$ cat config.mk
export PLATFORM = sky130hd
export DESIGN_NAME = kb_lane_tracker
export DESIGN_NICKNAME = d
export VERILOG_FILES = /design/src/rtl/kb_lane_tracker.sv
export SDC_FILE = /design/constraint.sdc
export NUM_CORES = 1
export LEC_CHECK = 0
export CAP_MARGIN = 10
export CORE_MARGIN = 3
export CORE_UTILIZATION = 30
export DETAILED_ROUTE_END_ITERATION = 8
export HOLD_SLACK_MARGIN = 0.15
export PLACE_DENSITY_LB_ADDON = 0.15
export SYNTH_ARGS = -nofsm -noshare
export SYNTH_HDL_FRONTEND = slang
export SYNTH_SLANG_ARGS = --single-unit
$ cat constraint.sdc
create_clock -name clk -period 8.2 [get_ports clk]
set_input_delay 0.82 -clock clk [delete_from_list [all_inputs] [get_ports clk]]
set_output_delay 0.82 -clock clk [all_outputs]
set_load 0.005 [all_outputs]
$ cat src/rtl/kb_lane_tracker.sv
// kb_lane_tracker: decodes a stream of PS/2 set-2 scan-code bytes (with F0
// break and E0 extended prefixes) into held state for four note lanes plus
// Enter. It produces one-cycle press/release pulses and queues lane events in a
// first-word fall-through FIFO.
//
// Optional feature macro: KB_EXT_ENTER_EN. When it is defined, keypad Enter
// (E0 5A / E0 F0 5A) drives lane 4 exactly like the main Enter key. When it is
// undefined, every E0-prefixed code is discarded.
//
// Event handshake: evt_valid is high whenever the FIFO holds an entry, and
// evt_data then shows the head entry as {is_press, lane[2:0]}. The head is
// consumed on a clock edge where evt_valid && evt_ready. evt_ready while empty
// is ignored. The producer side never waits: a push into a full FIFO without a
// simultaneous pop is dropped and sets the sticky evt_ovf flag.
module kb_lane_tracker #(
  parameter logic [7:0]  KEY0_CODE      = 8'h1C,
  parameter logic [7:0]  KEY1_CODE      = 8'h1B,
  parameter logic [7:0]  KEY2_CODE      = 8'h42,
  parameter logic [7:0]  KEY3_CODE      = 8'h4B,
  parameter logic [7:0]  ENTER_CODE     = 8'h5A,
  parameter int unsigned FIFO_DEPTH     = 8,
  parameter int unsigned TIMEOUT_CYCLES = 100000
) (
  input  logic       clk,
  input  logic       rst,
  input  logic [7:0] code_byte,
  input  logic       code_valid,
  output logic [4:0] held,
  output logic [4:0] press,
  output logic [4:0] release_o,
  output logic       evt_valid,
  output logic [3:0] evt_data,
  input  logic       evt_ready,
  output logic       evt_ovf,
  output logic [1:0] dbg_state
);

  localparam int unsigned AW = $clog2(FIFO_DEPTH);
  localparam int unsigned CW = AW + 1;
  localparam int unsigned TW = $clog2(TIMEOUT_CYCLES);
  localparam logic [TW-1:0] TMO_LAST = TW'(TIMEOUT_CYCLES - 1);
  localparam logic [CW-1:0] FULL_CNT = CW'(FIFO_DEPTH);

  typedef enum logic [1:0] {
    S_IDLE    = 2'd0,
    S_BRK     = 2'd1,
    S_EXT     = 2'd2,
    S_EXT_BRK = 2'd3
  } state_e;

  state_e        state_q, state_d;
  logic [TW-1:0] tmo_q, tmo_d;
  logic [4:0]    held_q, held_d;
  logic [4:0]    press_q, press_d;
  logic [4:0]    rel_q, rel_d;
  logic [AW-1:0] wr_ptr_q, rd_ptr_q;
  logic [CW-1:0] cnt_q;
  logic          ovf_q;
  logic [3:0]    mem_q [FIFO_DEPTH];

  logic       is_make, is_break, is_ext, tmo_fire;
  logic [4:0] lane_oh;
  logic [2:0] lane_idx;
  logic       push_req, push_ok, pop, full;
  logic [3:0] push_data;

  // Prefix FSM next state, plus make/break classification of the current byte.
  always_comb begin
    state_d  = state_q;
    is_make  = 1'b0;
    is_break = 1'b0;
    is_ext   = 1'b0;
    tmo_fire = 1'b0;
    if (code_valid) begin
      unique case (state_q)
        S_IDLE: begin
          if (code_byte == 8'hF0)      state_d = S_BRK;
          else if (code_byte == 8'hE0) state_d = S_EXT;
          else                         is_make = 1'b1;
        end
        S_BRK: begin
          if (code_byte == 8'hF0)      state_d = S_BRK;
          else if (code_byte == 8'hE0) state_d = S_EXT;
          else begin
            is_break = 1'b1;
            state_d  = S_IDLE;
          end
        end
        S_EXT: begin
          if (code_byte == 8'hF0)      state_d = S_EXT_BRK;
          else if (code_byte == 8'hE0) state_d = S_EXT;
          else begin
            is_make = 1'b1;
            is_ext  = 1'b1;
            state_d = S_IDLE;
          end
        end
        S_EXT_BRK: begin
          if (code_byte == 8'hF0 || code_byte == 8'hE0) state_d = S_EXT_BRK;
          else begin
            is_break = 1'b1;
            is_ext   = 1'b1;
            state_d  = S_IDLE;
          end
        end
        default: state_d = S_IDLE;
      endcase
    end else if (state_q != S_IDLE && tmo_q == TMO_LAST) begin
      // A prefix with no follow-up byte is abandoned; lane state is untouched.
      tmo_fire = 1'b1;
      state_d  = S_IDLE;
    end
  end

  // Timeout counter: counts only while a prefix is pending, restarts on every byte.
  always_comb begin
    tmo_d = '0;
    if (!code_valid && state_q != S_IDLE && !tmo_fire) tmo_d = tmo_q + 1'b1;
  end

  // Map the byte to a lane; extended codes only map when keypad Enter is enabled.
  always_comb begin
    lane_oh  = '0;
    lane_idx = '0;
    if (!is_ext) begin
      if (code_byte == KEY0_CODE)       begin lane_oh = 5'b00001; lane_idx = 3'd0; end
      else if (code_byte == KEY1_CODE)  begin lane_oh = 5'b00010; lane_idx = 3'd1; end
      else if (code_byte == KEY2_CODE)  begin lane_oh = 5'b00100; lane_idx = 3'd2; end
      else if (code_byte == KEY3_CODE)  begin lane_oh = 5'b01000; lane_idx = 3'd3; end
      else if (code_byte == ENTER_CODE) begin lane_oh = 5'b10000; lane_idx = 3'd4; end
    end
`ifdef KB_EXT_ENTER_EN
    else if (code_byte == ENTER_CODE) begin
      lane_oh  = 5'b10000;
      lane_idx = 3'd4;
    end
`endif
  end

  // Held-state update; repeats of held keys and breaks of idle keys are ignored.
  always_comb begin
    held_d    = held_q;
    press_d   = '0;
    rel_d     = '0;
    push_req  = 1'b0;
    push_data = '0;
    if (is_make && (lane_oh != '0) && ((lane_oh & held_q) == '0)) begin
      held_d    = held_q | lane_oh;
      press_d   = lane_oh;
      push_req  = 1'b1;
      push_data = {1'b1, lane_idx};
    end else if (is_break && ((lane_oh & held_q) != '0)) begin
      held_d    = held_q & ~lane_oh;
      rel_d     = lane_oh;
      push_req  = 1'b1;
      push_data = {1'b0, lane_idx};
    end
  end

  assign full    = (cnt_q == FULL_CNT);
  assign pop     = evt_ready && (cnt_q != '0);
  assign push_ok = push_req && (!full || pop);

  // State, lane and FIFO control registers.
  always_ff @(posedge clk or negedge rst) begin
    if (!rst) begin
      state_q  <= S_IDLE;
      tmo_q    <= '0;
      held_q   <= '0;
      press_q  <= '0;
      rel_q    <= '0;
      wr_ptr_q <= '0;
      rd_ptr_q <= '0;
      cnt_q    <= '0;
      ovf_q    <= 1'b0;
    end else begin
      state_q <= state_d;
      tmo_q   <= tmo_d;
      held_q  <= held_d;
      press_q <= press_d;
      rel_q   <= rel_d;
      if (push_ok) wr_ptr_q <= wr_ptr_q + 1'b1;
      if (pop)     rd_ptr_q <= rd_ptr_q + 1'b1;
      if (push_ok && !pop)      cnt_q <= cnt_q + 1'b1;
      else if (!push_ok && pop) cnt_q <= cnt_q - 1'b1;
      if (push_req && !push_ok) ovf_q <= 1'b1;
    end
  end

  // FIFO storage; contents are masked at the output while empty.
  always_ff @(posedge clk) begin
    if (push_ok) mem_q[wr_ptr_q] <= push_data;
  end

  assign held      = held_q;
  assign press     = press_q;
  assign release_o = rel_q;
  assign evt_valid = (cnt_q != '0);
  assign evt_data  = (cnt_q != '0) ? mem_q[rd_ptr_q] : 4'h0;
  assign evt_ovf   = ovf_q;
  assign dbg_state = state_q;

endmodule

==> impl_results.md <==
- Status: finished clean
- Min setup slack post-route: 4.11 ns
- Number of global-route vias before repair: 2511
- Length of routed met3 wiring: 337 µm
- Met2 WL: 3680 µm
- Vertical die dimension: 118 µm
- Layout Area Growth over Synthesis: 21.9%
- Hold path startpoint: tmo_q[0]$_DFF_PN0_
- H-Tree Depth: 3
- CTS tree: yes
- Largest net degree at the start of global routing: 46
- Leakage power: 1.71 nW
- Synth Cell Area: 3750 µm²
- TritonCTS buffer count: 9
- Count of unique library cells instantiated by Yosys: 56
- Skew-Pair Late Insertion Delay: 0.34 ns
- Total negative slack: 0 ns
- Multi-input logic area: 1570 µm²
- Post-CTS Resized: 0
- Area leader, netlist: sky130_fd_sc_hd__dfrtp_1
- Gp weighted congestion: 0.795
- Half-perimeter wire length after placement: 5590 µm
- Reg2reg setup slack: 5.04 ns
- Worst reg2reg path depth: 12
- Fraction of post-synthesis cell area in the top cell type by area: 0.300
- Number of clock sinks: 77
- Synth top cells by count: 45 x sky130_fd_sc_hd__dfrtp_1, 35 x sky130_fd_sc_hd__nor2_1, 32 x sky130_fd_sc_hd__edfxtp_1, 19 x sky130_fd_sc_hd__nand2_1, 14 x sky130_fd_sc_hd__nand3_1
- Reg area: 2090 µm²
- Routed len/inst: 15.6 µm
- Routed length on met1: 3930 µm
- Total number of yosys warnings: 0
- Clk slew on worst S/H paths: 0.06 ns
- Nature of the critical path endpoint: flip-flop
- Top Layer Used: met4
- Post-CTS setup buffer count: 0
- Count of antenna-violating nets left after detailed routing: 0
- Share of flip-flops with an asynchronous set or reset: 0.584
- End of the worst register-to-register path: cnt_q[3]$_DFFE_PN0P_
- Kind of start point of the critical path: primary input
- Placeable core region: 12100 µm²
- Top FF cell, synth: sky130_fd_sc_hd__dfrtp_1
- Setup repair after global routing missed its margin: false
- Largest fanout on the critical path: 12
- Number of standard-cell rows in the floorplan: 40
- Startpoint of the worst register-to-register path: dbg_state[1]$_DFFE_PN0P_
- Net count of the mapped netlist: 326
- Slew @ Worst Pin: 1.07 ns
- Fmax: 244 MHz
- CP required: 8.41 ns
- Final setup viols: 0
- Fraction of the cycle the final worst path needs: 0.499
- Total power consumption of the routed design: 1.10 mW
- Net total in the final layout: 363
- Worst hold slack: 0.487 ns
- Final count of hold timing violations: 0
- Most frequently used cell type in the post-synthesis netlist: sky130_fd_sc_hd__dfrtp_1
- Total power divided by cell area: 241 nW/µm²
- Number of top-level pins: 35
- Data arrival time of the critical path: 4.31 ns
- Number of synthesized flops with an enable pin: 32
- Max-Slew Margin vs Limit: 0.282
- Final antenna diode count: 0
- Number of fill cells in the layout: 1235
- Post-Route WL: 8070 µm
- CTS Buffer Depth: 2
- Wire length of the first global-routing pass: 13300 µm
- Part of the Yosys area used for sequential elements: 0.556
- Count of mapped cells out of synthesis: 307
- Via-to-Cell Ratio: 4.80
- Overall routing resource usage: 0.123
- Total gr overflow: 0
- Via count of the routed design: 2482
- Total of hold buffers inserted after clock tree synthesis: 0
- IR drop worst, VDD: 0.000103 V
- Total of max-cap violations: 0
- Share of layout cells above drive strength 1: 0.112
- Category of the critical setup timing path: in2reg
- Final-report max-slew violation count: 0
- Tmin final: 4.09 ns
- Synth Area per Inst: 12.2 µm²
- Drt pass-1 iters: 4
- Number of DRC markers after the initial detailed-route iteration: 130
- Synthesis-stage register bit count: 77
- Antenna violations before repair: 0
- Clock Root Buffer: sky130_fd_sc_hd__clkbuf_16
- Hold worst-path end: tmo_q[0]$_DFF_PN0_
- Post-route clock skew: 0.00812 ns
- Overall die width: 118 µm
- Post-Route Utilization: 0.378
- DR DRC count: 0
- Hold WC Path Type: reg2reg
- Largest cells by area after synthesis: sky130_fd_sc_hd__dfrtp_1 30%, sky130_fd_sc_hd__edfxtp_1 26%, sky130_fd_sc_hd__mux4_2 4.8%, sky130_fd_sc_hd__nor2_1 3.5%, sky130_fd_sc_hd__xor2_1 3.0%
- Starting Density: 0.310
- Area enclosed by the die boundary: 13900 µm²
- Cell depth of the worst hold path: 1
- Setup Slack @ Placement: 3.79 ns
- I/O Buffers: 34
-- report_power, final --
part           leakage [nW]  switching, mW  internal, mW
clock                 0.154          0.153         0.268
sequential            0.896         0.0466         0.419
combinational         0.662         0.0792         0.139
total                  1.71          0.279         0.826
-- routing by layer --
metal | global-route usage | vias up
met5 | 0 | -
met4 | 0.0462 | 0
met3 | 0.0341 | 9
met2 | 0.192 | 45
met1 | 0.164 | 1215
li1 | - | 1213
-- layout make-up --
class / count / area share
tap: 168 / 0.0459
inverter: 10 / 0.00820
clock inverter: 5 / 0.0180
sequential: 77 / 0.456
multi-input combinational: 209 / 0.343
timing repair buffer: 37 / 0.0782
clock buffer: 11 / 0.0509
-- stage by stage --
| stage | std cells | cell area [µm²] |
|---|---|---|
| after floorplan | 307 | 3750 |
| after global placement | 501 | 4260 |
| after detailed placement | 501 | 4260 |
| after CTS | 517 | 4580 |
| after global routing | 517 | 4580 |
| final | 517 | 4580 |
-- worst max path at each step --
stage,cells past startpoint,from,end
finish,14,code_byte[2],cnt_q[3]$_DFFE_PN0P_
global route,13,code_byte[5],cnt_q[3]$_DFFE_PN0P_
CTS,14,code_byte[4],cnt_q[3]$_DFFE_PN0P_
detailed placement,14,code_byte[4],cnt_q[3]$_DFFE_PN0P_
global placement,14,code_byte[4],cnt_q[3]$_DFFE_PN0P_
floorplan,14,code_byte[6],cnt_q[3]$_DFFE_PN0P_
-- critical path, cell delays in order --
cell and delay, ns:
sky130_fd_sc_hd__clkdlybuf4s50_1 0.51, sky130_fd_sc_hd__nor4b_2 0.66, sky130_fd_sc_hd__o2111ai_1 0.31, sky130_fd_sc_hd__and3_4 0.32, sky130_fd_sc_hd__mux2i_4 0.29, sky130_fd_sc_hd__nor2_1 0.10, sky130_fd_sc_hd__ha_1 0.23, sky130_fd_sc_hd__inv_1 0.12
sky130_fd_sc_hd__ha_1 0.25, sky130_fd_sc_hd__a21o_1 0.18, sky130_fd_sc_hd__a21oi_1 0.17, sky130_fd_sc_hd__xnor2_1 0.13, sky130_fd_sc_hd__nor2_1 0.06, sky130_fd_sc_hd__xor2_1 0.14
-- state kept, by name, summed over array words and instances, names as in the netlist, named ones only --
signal,flops
tmo_q,17
press,5
cnt_q,4
evt_ovf,1
mem_q,32
release_o,5
wr_ptr_q,3
rd_ptr_q,3
dbg_state,2
-- cell families (layout without fill, tap and decap cells) --
logic type,Yosys count,after routing,share of synthesized area
AND/OR/NAND/NOR,125,125,0.189
flip-flops,77,77,0.556
AO/OA/AOI/OAI,39,39,0.0790
XOR/XNOR,23,23,0.0537
buffers and inverters,21,63,0.0260
multiplexers,15,15,0.0707
adder cells (fa/ha/maj),7,7,0.0253
-- cells in the final DEF, fill, tap and decap left out, drive strengths merged, types with 3 or more instances in the layout --
master and count:
ha 6, a21o 3, o21ai 14, xnor2 10
and4 4, a21oi 6, xor2 13, clkbuf 11
nand4 7, edfxtp 32, nor3 3, mux2i 5
buf 4, and2 3, nor4 7, a31oi 4
and3 6, nand3 15, dfrtp 45, nand3b 5
inv 11, mux4 8, nor2 35, nor4b 6
clkdlybuf4s50 33, nand2 19
Note: power is estimated with default switching activity, not from simulation.
